$ cat src/rtl/bus_arbiter.sv
// Bus arbiter: lends the CPU-owned system bus to the PRC or DMA master, round-robin.
// Define BUS_ARBITER_WATCHDOG_EN to bound each grant to HOLD_LIMIT cycles (sticky timeout).
module bus_arbiter #(
    parameter int unsigned HOLD_LIMIT = 1024
) (
    input  logic        clk,
    input  logic        reset,

    input  logic        prc_req,
    output logic        prc_ack,
    input  logic        dma_req,
    output logic        dma_ack,
    output logic        cpu_bus_request,
    input  logic        cpu_bus_ack,

    input  logic [23:0] cpu_address_in,
    input  logic [23:0] prc_address_in,
    input  logic [23:0] dma_address_in,
    input  logic [7:0]  cpu_data_in,
    input  logic [7:0]  prc_data_in,
    input  logic [7:0]  dma_data_in,
    input  logic        cpu_read,
    input  logic        prc_read,
    input  logic        dma_read,
    input  logic        cpu_write,
    input  logic        prc_write,
    input  logic        dma_write,
    input  logic [1:0]  cpu_bus_status,
    input  logic [1:0]  prc_bus_status,
    input  logic [1:0]  dma_bus_status,

    output logic [23:0] address_out,
    output logic [7:0]  data_out,
    output logic        read,
    output logic        write,
    output logic [1:0]  bus_status,
    output logic        timeout
);

    localparam logic [1:0] IDLE    = 2'd0;
    localparam logic [1:0] REQ_CPU = 2'd1;
    localparam logic [1:0] GRANT   = 2'd2;
    localparam logic [1:0] RELEASE = 2'd3;

    // Why the bus is in RELEASE; decides where it goes next.
    localparam logic [1:0] REL_NORMAL = 2'd0;
    localparam logic [1:0] REL_LOST   = 2'd1;
    localparam logic [1:0] REL_NONE   = 2'd2;

    localparam logic SEL_PRC = 1'b0;
    localparam logic SEL_DMA = 1'b1;

    logic [1:0]  state_q, state_d;
    logic [1:0]  why_q, why_d;
    logic        cur_q, cur_d;
    logic        last_grant_q, last_grant_d;
    logic [23:0] addr_hold_q;
    logic [7:0]  data_hold_q;

    logic        prc_ok, dma_ok, any_ok, pick, cur_req, revoke;
    logic [23:0] g_addr;
    logic [7:0]  g_data;
    logic        g_read, g_write;
    logic [1:0]  g_status;

`ifdef BUS_ARBITER_WATCHDOG_EN
    localparam int unsigned CW = $clog2(HOLD_LIMIT + 1);

    logic [CW-1:0] hold_q;
    logic          timeout_q, prc_blk_q, dma_blk_q;

    assign revoke  = (state_q == GRANT) && (hold_q == CW'(HOLD_LIMIT - 1));
    assign prc_ok  = prc_req & ~prc_blk_q;
    assign dma_ok  = dma_req & ~dma_blk_q;
    assign timeout = timeout_q;

    always_ff @(posedge clk or posedge reset) begin
        if (reset) begin
            hold_q    <= '0;
            timeout_q <= 1'b0;
            prc_blk_q <= 1'b0;
            dma_blk_q <= 1'b0;
        end else begin
            hold_q    <= (state_q == GRANT && state_d == GRANT) ? hold_q + 1'b1 : '0;
            timeout_q <= timeout_q | revoke;
            // A revoked master stays locked out until its request is seen low.
            prc_blk_q <= (prc_blk_q & prc_req) | (revoke & (cur_q == SEL_PRC));
            dma_blk_q <= (dma_blk_q & dma_req) | (revoke & (cur_q == SEL_DMA));
        end
    end
`else
    assign revoke  = 1'b0;
    assign prc_ok  = prc_req;
    assign dma_ok  = dma_req;
    assign timeout = 1'b0;
`endif

    assign any_ok  = prc_ok | dma_ok;
    assign pick    = (prc_ok & dma_ok) ? ~last_grant_q : dma_ok;
    assign cur_req = (cur_q == SEL_DMA) ? dma_req : prc_req;

    always_comb begin
        state_d      = state_q;
        why_d        = why_q;
        cur_d        = cur_q;
        last_grant_d = last_grant_q;
        case (state_q)
            IDLE: begin
                if (any_ok) state_d = REQ_CPU;
            end
            REQ_CPU: begin
                if (cpu_bus_ack) begin
                    if (any_ok) begin
                        state_d      = GRANT;
                        cur_d        = pick;
                        last_grant_d = pick;
                    end else begin
                        state_d = RELEASE;
                        why_d   = REL_NONE;
                    end
                end
            end
            GRANT: begin
                if (!cpu_bus_ack || !cur_req || revoke) begin
                    state_d = RELEASE;
                    why_d   = cpu_bus_ack ? REL_NORMAL : REL_LOST;
                end
            end
            RELEASE: begin
                if (why_q == REL_LOST) begin
                    state_d = any_ok ? REQ_CPU : IDLE;
                end else if (why_q == REL_NORMAL && cpu_bus_ack &&
                             ((cur_q == SEL_PRC) ? dma_ok : prc_ok)) begin
                    state_d      = GRANT;
                    cur_d        = ~cur_q;
                    last_grant_d = ~cur_q;
                end else begin
                    state_d = IDLE;
                end
            end
            default: state_d = IDLE;
        endcase
    end

    always_ff @(posedge clk or posedge reset) begin
        if (reset) begin
            state_q      <= IDLE;
            why_q        <= REL_NONE;
            cur_q        <= SEL_PRC;
            last_grant_q <= SEL_DMA;
            addr_hold_q  <= '0;
            data_hold_q  <= '0;
        end else begin
            state_q      <= state_d;
            why_q        <= why_d;
            cur_q        <= cur_d;
            last_grant_q <= last_grant_d;
            if (state_q == GRANT) begin
                addr_hold_q <= g_addr;
                data_hold_q <= g_data;
            end
        end
    end

    always_comb begin
        if (cur_q == SEL_DMA) begin
            g_addr   = dma_address_in;
            g_data   = dma_data_in;
            g_read   = dma_read;
            g_write  = dma_write;
            g_status = dma_bus_status;
        end else begin
            g_addr   = prc_address_in;
            g_data   = prc_data_in;
            g_read   = prc_read;
            g_write  = prc_write;
            g_status = prc_bus_status;
        end
    end

    assign prc_ack         = (state_q == GRANT) && (cur_q == SEL_PRC);
    assign dma_ack         = (state_q == GRANT) && (cur_q == SEL_DMA);
    assign cpu_bus_request = (state_q != IDLE);

    always_comb begin
        address_out = cpu_address_in;
        data_out    = cpu_data_in;
        read        = cpu_read;
        write       = cpu_write;
        bus_status  = cpu_bus_status;
        if (state_q == GRANT) begin
            address_out = g_addr;
            data_out    = g_data;
            read        = g_read;
            write       = g_write;
            bus_status  = g_status;
        end else if (state_q == RELEASE) begin
            address_out = addr_hold_q;
            data_out    = data_hold_q;
            read        = 1'b0;
            write       = 1'b0;
            bus_status  = 2'b00;
        end
    end

endmodule

$ cat config.mk
export PLATFORM = sky130hd
export DESIGN_NAME = bus_arbiter
export DESIGN_NICKNAME = d
export VERILOG_FILES = /design/src/rtl/bus_arbiter.sv
export SDC_FILE = /design/constraint.sdc
export NUM_CORES = 1
export LEC_CHECK = 0
export ABC_CLOCK_PERIOD_IN_PS = 3200
export CAP_MARGIN = 20
export CORE_MARGIN = 8
export CORE_UTILIZATION = 42
export DETAILED_ROUTE_END_ITERATION = 7
export HOLD_SLACK_MARGIN = 0.15
export MAX_ROUTING_LAYER = met4
export PLACE_DENSITY_LB_ADDON = 0.2
export SYNTH_ARGS = -nofsm -noshare
export SYNTH_HDL_FRONTEND = slang
export SYNTH_SLANG_ARGS = --single-unit
$ cat constraint.sdc
create_clock -name clk -period 3.2 [get_ports clk]
set_clock_uncertainty 0.05 [all_clocks]
set_input_delay 0.48 -clock clk [delete_from_list [all_inputs] [get_ports clk]]
set_output_delay 0.48 -clock clk [all_outputs]
set_load 0.05 [all_outputs]
# [Word level (Yosys, flattened, before mapping)]
# Index checks and enable logic that the tools add are counted.
[word_totals] ff_bits=38 out_inout_bits=40
[op_classes] n_reduce_logical=15 eq_ne=11 mux=36 bitwise_logic=4
[op_table] operator="24-bit two-way mux" count=3
[op_table] operator="8-bit two-way mux" count=3
[op_table] operator="2-bit two-way mux" count=11
[op_table] operator="1-bit two-way mux" count=16
[op_table] operator="2-bit inequality test, second input constant" count=7
[op_table] operator="2-bit one-hot mux with 4 select lines" count=1
[op_table] operator="2-bit nonzero test" count=3
[op_table] operator="5-bit AND reduction" count=1
[op_table] operator="2-bit by 1-bit equality test with 1-bit output, second input constant" count=2
[op_table] operator="2-bit equality test, second input constant" count=2
[op_table] operator="1-bit logical AND" count=4
[op_table] operator="2-bit logical NOT" count=2
[op_table] operator="2-bit one-hot mux with 2 select lines" count=1
[op_table] operator="4-bit AND reduction" count=1
[op_table] operator="3-bit AND reduction" count=1
[op_table] operator="1-bit logical NOT" count=2
[op_table] operator="1-bit NOT" count=2
[op_table] operator="1-bit one-hot mux with 2 select lines" count=1
[op_table] operator="1-bit AND" count=1
[op_table] operator="1-bit logical OR" count=1
[op_table] operator="1-bit bitwise OR" count=1

# [Depth between registers and ports, before layout]
# Gate-level depths: netlist (run 1).
[logic_depth] ltp_word=6 depth_mapped=6 ltp_nobuf=4

# [Least setup slack after synthesis (run 1)]
# Ideal clock, no wire load.
[synth_timing] path_kind="register -> output" start="reg state_q[0]" end="out bus_status[0]" arrival_time_ps=1747 path_buffers=3 path_stages_with_launch=6 required_time_ps=2670 path_slack_ps=923 cell_sequence="dfrtp_1 buf_2 nand2b_1 buf_2 clkbuf_1 o2bb2ai_1"
[synth_via] elab_chain_cells=3
[synth_rtl] element="start, declared" line_no="53" text="logic [1:0] state_q, state_d;"
[synth_rtl] element="start signal, assigned" line_no="154" text="state_q <= state_d;"
[synth_rtl] element="2-bit equality test" line_no="197" text="end else if (state_q == RELEASE) begin"
[synth_rtl] element="2-bit two-way mux" line_no="197"
[synth_rtl] element="2-bit two-way mux (*)" line_no="191" text="if (state_q == GRANT) begin"
[synth_rtl] element="end, declared" line_no="36" text="output logic [1:0] bus_status,"
# Every way passes the cells marked *; elsewhere a longest branch is shown, timed or not.

# [Worst setup path after layout (run 1)]
[layout_timing] start="reg cur_q" end="out address_out[8]"
[layout_via] elab_chain_cells=2
[layout_rtl] element="start, declared" line_no="55" text="logic cur_q, cur_d;"
[layout_rtl] element="start signal, assigned" line_no="156" text="cur_q <= cur_d;"
[layout_rtl] element="24-bit two-way mux" line_no="166" text="if (cur_q == SEL_DMA) begin"
[layout_rtl] element="24-bit two-way mux" line_no="191"
[layout_rtl] element="end, declared" line_no="32" text="output logic [23:0] address_out,"
# No other way between the ends.

==> impl_results.md, run 1 <==
- Number of DRC markers in iteration 0: 82
- Critical path class: flop to output pin
- Routed vias/inst: 5.11
- Hold WS: 434 ps
- Max frequency: 341 MHz
- Final Hold Vio Count: 0
- Inserted Diodes: 0
- Buffers inserted by post-CTS timing repair: 0
- Chip width: 95.3 µm
- Arrival time of the worst setup path: 2400 ps
- R2R Path Start: state_q[1]$_DFFE_PP0P_
- Max-slew violations: 0
- Vert. Die Dim: 95.3 µm
- Starting Density: 42.5%
- Largest net degree at the start of global routing: 66
- Worst-margin pin slew: 867 ps
- Power density over cell area: 1070 nW/µm²
- Num ports: 153
- Setup ws final: 269 ps
- Commonest non-fill, non-tap cell in the layout: clkdlybuf4s50_1
- Post-Place Cells: 509
- YS warnings: 0
- Min Tclk post-route: 2930 ps
- Most frequent cells in the layout: clkdlybuf4s50_1, nand2_1, o21ai_0, mux2i_1, dfrtp_1
- Via Count: 2641
- Core area: 6200 µm²
- Mean Syn Cell Area: 8.71 µm²
- Worst-path fanout max: 42
- Design area: 4320 µm²
- Unrepaired setup endpoints after global routing: false
- Max-Cap Viols: 0
- Net Count, Synth: 416
- Cts repair resizes: 0
- Min-delay worst type: flop to flop
- Peak supply drop: 0.755 mV
- Post-Syn Instances: 303
- Sink Count: 38
- Total Routing Usage GR: 18.6%
- Gpl congestion: 0.786
- EDFF count, synth: 0
- Post-synthesis sequential area ratio: 36.1%
- CTS tree: built
- CTS root buf: clkbuf_8
- Fraction of layout cells with a size suffix above 1: 14.1%
- Crit. End Element: output pin
- Area growth from synthesis to layout: 63.7%
- # nets final: 552
- Routed wire per std cell: 15.8 µm
- Drt drc: 0
- Placed Area: 4230 µm²
- Worst Hold Launch: addr_hold_q[23]$_DFFE_PP0P_
- Routed WL: 8170 µm
- Clock slew at reported path FFs: 80 ps
- Initial antenna violation count: 0
- Synthesized cell area: 2640 µm²
- Leakage: 1.81 nW
- Port buffer count: 151
- # setup viols final: 0
- Asr flop ratio synth: 100%
- Final Cycle Share: 91.6%
- Final ANT Viol Nets: 0
- Most used flip-flop cell after synthesis: dfrtp_1
- Grt total ovfl: 0
- Htree depth: 2
- Worst slew margin: 42.2%
- Drt first pass iters: 4
- Clock latency on the worst-skew pair: 290 ps
- Non-filler instance count after layout: 517
- DP Wirelength: 6270 µm
- Fill cell instance count of the final layout: 507
- Die area: 9080 µm²
- Yosys reg bits: 38
- Cell row count: 29
- Status: finished, final reports clean
- Post-cts hold buffer count: 0
- Fin util: 69.6%
- Distinct cells, synth: 30
- Global-route wire length before repair: 13200 µm
- CTS Buffer Depth: 2
- TritonCTS buffer count: 5
- Setup crit start: cur_q$_DFFE_PP0P_
- Crit start category: flop
- Critical Path RT: 2670 ps
- DP Worst Slack: 435 ps
- Final Power: 4.63 mW
- Setup TNS Final: 0 ps
- Vias in the first global route: 2677
-- layer usage --
layer / share of wire (%) / track usage (%) / up-vias / wire (µm)
li1: - / - / 1326 / -
met1: 41 / 22.0 / 1216 / 3370
met2: 49 / 30.0 / 89 / 3990
met3: 8.3 / 5.83 / 10 / 679
met4: 1.6 / 4.94 / 0 / 134
met5: 0 / - / - / 0
-- worst max-delay path, cell delays in order (launching register included) --
cell	delay, ps
dfrtp_2	370
buf_12	270
mux2i_1	330
o21ai_0	110
mux2_2	270
clkdlybuf4s50_1	720
-- path summary, 6_finish.rpt --
kind | endpoint | slack, ps | depth (start not counted)
worst max-delay path | address_out[8] | 270 | 5
max in group asynchronous | addr_hold_q[6]$_DFFE_PP0P_ | 1980 | 3
worst min-delay path | addr_hold_q[23]$_DFFE_PP0P_ | 430 | 2
min in group asynchronous | data_hold_q[4]$_DFFE_PP0P_ | 480 | 2
worst min register to register | addr_hold_q[23]$_DFFE_PP0P_ | 430 | 2
worst max register to register | cur_q$_DFFE_PP0P_ | 910 | 5
-- report_power, final --
part | switching [mW] | internal, mW | total (mW)
Combinational | 1.95 | 1.34 | 3.29
Clock | 0.172 | 0.173 | 0.345
Sequential | 0.260 | 0.733 | 0.993
Total | 2.38 | 2.25 | 4.63
-- cells by family (layout without fill, tap and decap cells) --
| group | count (synthesis) | in the layout | share of synthesized area [%] |
|---|---|---|---|
| AO/OA/AOI/OAI | 82 | 82 | 17.7 |
| AND/OR/NAND/NOR | 78 | 78 | 11.5 |
| multiplexers | 72 | 72 | 29.1 |
| flip-flops | 38 | 38 | 36.1 |
| buffers and inverters | 32 | 169 | 5.45 |
| other | 1 | 1 | 0.142 |
-- area by class of cell --
cell class	count	area (µm²)	share of cell area [%]
Tap cell	77	96.3	2.23
Multi-Input combinational cell	233	1540	35.7
Timing Repair Buffer	156	1610	37.2
Clock buffer	6	82.6	1.91
Clock inverter	2	12.5	0.290
Inverter	5	18.8	0.434
Sequential cell	38	957	22.2
-- cell usage after synthesis, drive strengths merged, types with 2 or more instances --
master / n / area, µm²
o21ai: 70 / 350
nand2: 67 / 251
mux2i: 37 / 370
dfrtp: 36 / 901
mux2: 35 / 398
clkbuf: 14 / 52.6
buf: 13 / 72.6
nor2: 6 / 22.5
inv: 5 / 18.8
o2bb2ai: 4 / 35.0
a21oi: 2 / 10.0
dfstp: 2 / 52.6
-- registers in the layout, indices dropped and copies added (netlist names) --
signal and cells:
cur_q 1, data_hold_q 8, state_q 2, last_grant_q 1, why_q 2, addr_hold_q 24
Note: power is estimated with default switching activity, not from simulation.
==> inputs of run 2 (changes only) <==
--- a/config.mk
+++ b/config.mk
@@ -7,7 +7,7 @@
 export LEC_CHECK = 0
 export ABC_CLOCK_PERIOD_IN_PS = 3200
 export CAP_MARGIN = 20
-export CORE_MARGIN = 8
+export CORE_MARGIN = 2
 export CORE_UTILIZATION = 42
 export DETAILED_ROUTE_END_ITERATION = 7
 export HOLD_SLACK_MARGIN = 0.15
==> run 2 against run 1 <==
Die area is 24% lower. Routed wire length shrank 13%. Power shrank 2.0%. Flip-flop and latch count unchanged.
==> impl_results.md, run 2 (synthesis results as in run 1) <==
- Area growth from synthesis to layout: 62.2%
- Routed vias/inst: 4.97
- Critical Path RT: 2670 ps
- Worst Hold Launch: data_hold_q[2]$_DFFE_PP0P_
- Core area: 5990 µm²
- Initial antenna violation count: 0
- Reg2reg setup slack: 1110 ps
- Switch Pwr: 2.33 mW
- Status: finished, final reports clean
- Clock latency on the worst-skew pair: 280 ps
- Starting Density: 44.0%
- Power density over cell area: 1060 nW/µm²
- TritonCTS buffer count: 5
- Total Routing Usage GR: 21.5%
- Cts repair resizes: 0
- Peak supply drop: 0.645 mV
- # setup viols final: 0
- DP Wirelength: 5560 µm
- Leakage: 1.80 nW
- Setup ws final: 170 ps
- Worst path cell trace: buf_4 > nand2_1 > o21ai_0 > mux2_2 > clkdlybuf4s50_1
- Biggest regs: addr_hold_q x24, data_hold_q x8
- Clock share of power: 7.2%
- Crit. End Element: output pin
- Most frequent cells in the layout: clkdlybuf4s50_1, nand2_1, o21ai_0, mux2i_1, dfrtp_1
- Clock slew at reported path FFs: 60 ps
- CP top delay family: buffers and inverters
- R2R Path Start: state_q[1]$_DFFE_PP0P_
- Chip width: 83.3 µm
- Max FFs per register: 24
- Setup TNS Final: 0 ps
- Seq pwr share: 21.5%
- Post-cts hold buffer count: 0
- Final ANT Viol Nets: 0
- Vert. Die Dim: 83.3 µm
- Final Hold Vio Count: 0
- Grt total ovfl: 0
- Sw frac: 51.4%
- Arrival time of the worst setup path: 2500 ps
- Biggest register: addr_hold_q
- CTS Buffer Depth: 2
- Htree depth: 2
- Vias in the first global route: 2629
- Worst-path fanout max: 34
- DP Worst Slack: 437 ps
- Number of DRC markers in iteration 0: 48
- Critical path class: flop to output pin
- Reg-to-Reg End: cur_q$_DFFE_PP0P_
- Crit start category: flop
- Min-delay worst type: flop to flop
- # nets final: 554
- Num ports: 153
- Gpl congestion: 0.801
- Design area: 4280 µm²
- Cell Int Power: 2.21 mW
- Via Count: 2571
- Logic pwr share: 71.3%
- Worst path bufs/invs: 2
- Buffers inserted by post-CTS timing repair: 0
- CTS tree: built
- Final Cycle Share: 94.7%
- Drt first pass iters: 4
- Largest net degree at the start of global routing: 62
- Commonest non-fill, non-tap cell in the layout: clkdlybuf4s50_1
- CTS root buf: clkbuf_8
- Final Power: 4.54 mW
- Sink Count: 38
- Setup crit start: state_q[0]$_DFFE_PP0P_
- Critical-path top delay cell: clkdlybuf4s50_1
- Min Tclk post-route: 3030 ps
- Worst slew margin: 49.6%
- Worst-margin pin slew: 755 ps
- Unrepaired setup endpoints after global routing: false
- Max-slew violations: 0
- Inserted Diodes: 0
- Placed Area: 4190 µm²
- Drt drc: 0
- CP max stage delay: 790 ps
- Number of cells on the worst reg-to-reg path: 5
- CP Depth: 5
- Routed WL: 7090 µm
- Global-route wire length before repair: 12100 µm
- Worst setup path endpoint: address_out[17]
- Max frequency: 330 MHz
- Fraction of layout cells with a size suffix above 1: 14.3%
- Routed wire per std cell: 13.7 µm
- Die area: 6930 µm²
- Max-Cap Viols: 0
- Port buffer count: 151
- Cell row count: 28
- Fin util: 71.4%
## run 2: cell types whose count changed in the layout (fill, tap and decap cells not counted)
cell	delta
clkbuf_1	+1
clkinv_1	-1
clkinvlp_4	-1
buf_4	+6
buf_12	-4
inv_1	+1
## run 2: layer usage
metal | track usage (%) | up-vias | share of wire (%)
met5 | - | - | 0
met4 | 4.92 | 0 | 0.75
met3 | 4.97 | 4 | 6.6
met2 | 37.4 | 95 | 50
met1 | 25.3 | 1144 | 43
li1 | - | 1328 | -
## run 2: area by class of cell
cell class | count | area [µm²]
Tap cell | 75 | 93.8
Inverter | 5 | 18.8
Clock inverter | 1 | 5.00
Sequential cell | 38 | 957
Fill cell | 499 | 1710
Clock buffer | 7 | 86.3
Timing Repair Buffer | 158 | 1570
Multi-Input combinational cell | 233 | 1540
## run 2: how the worst min path moves through the flow
stage / end / slack, ps / depth (start not counted)
floorplan: addr_hold_q[10]$_DFFE_PP0P_ / 400 / 2
global placement: addr_hold_q[18]$_DFFE_PP0P_ / 410 / 2
detailed placement: addr_hold_q[17]$_DFFE_PP0P_ / 420 / 2
CTS: data_hold_q[2]$_DFFE_PP0P_ / 440 / 2
global route: data_hold_q[6]$_DFFE_PP0P_ / 450 / 2
finish: data_hold_q[2]$_DFFE_PP0P_ / 430 / 2
## run 2: power groups by stage
stage	combinational, mW	clock (mW)	sequential [mW]
floorplan	2.44	0	0.827
global placement	3.20	0	0.973
detailed placement	3.25	0	0.987
CTS	3.26	0.339	0.980
global route	3.48	0.364	1.02
finish	3.24	0.326	0.974
## run 2: stage by stage
step / hold WS, ps / std cells
final: 432 / 517
after global routing: 450 / 517
after CTS: 438 / 517
after detailed placement: 421 / 509
after global placement: 412 / 509
after floorplan: 400 / 303
## run 2: tightest hold or removal path: stages (launching register included)
cell     delay (ps)
dfrtp_1         340
nand2_1          50
o21ai_0          60
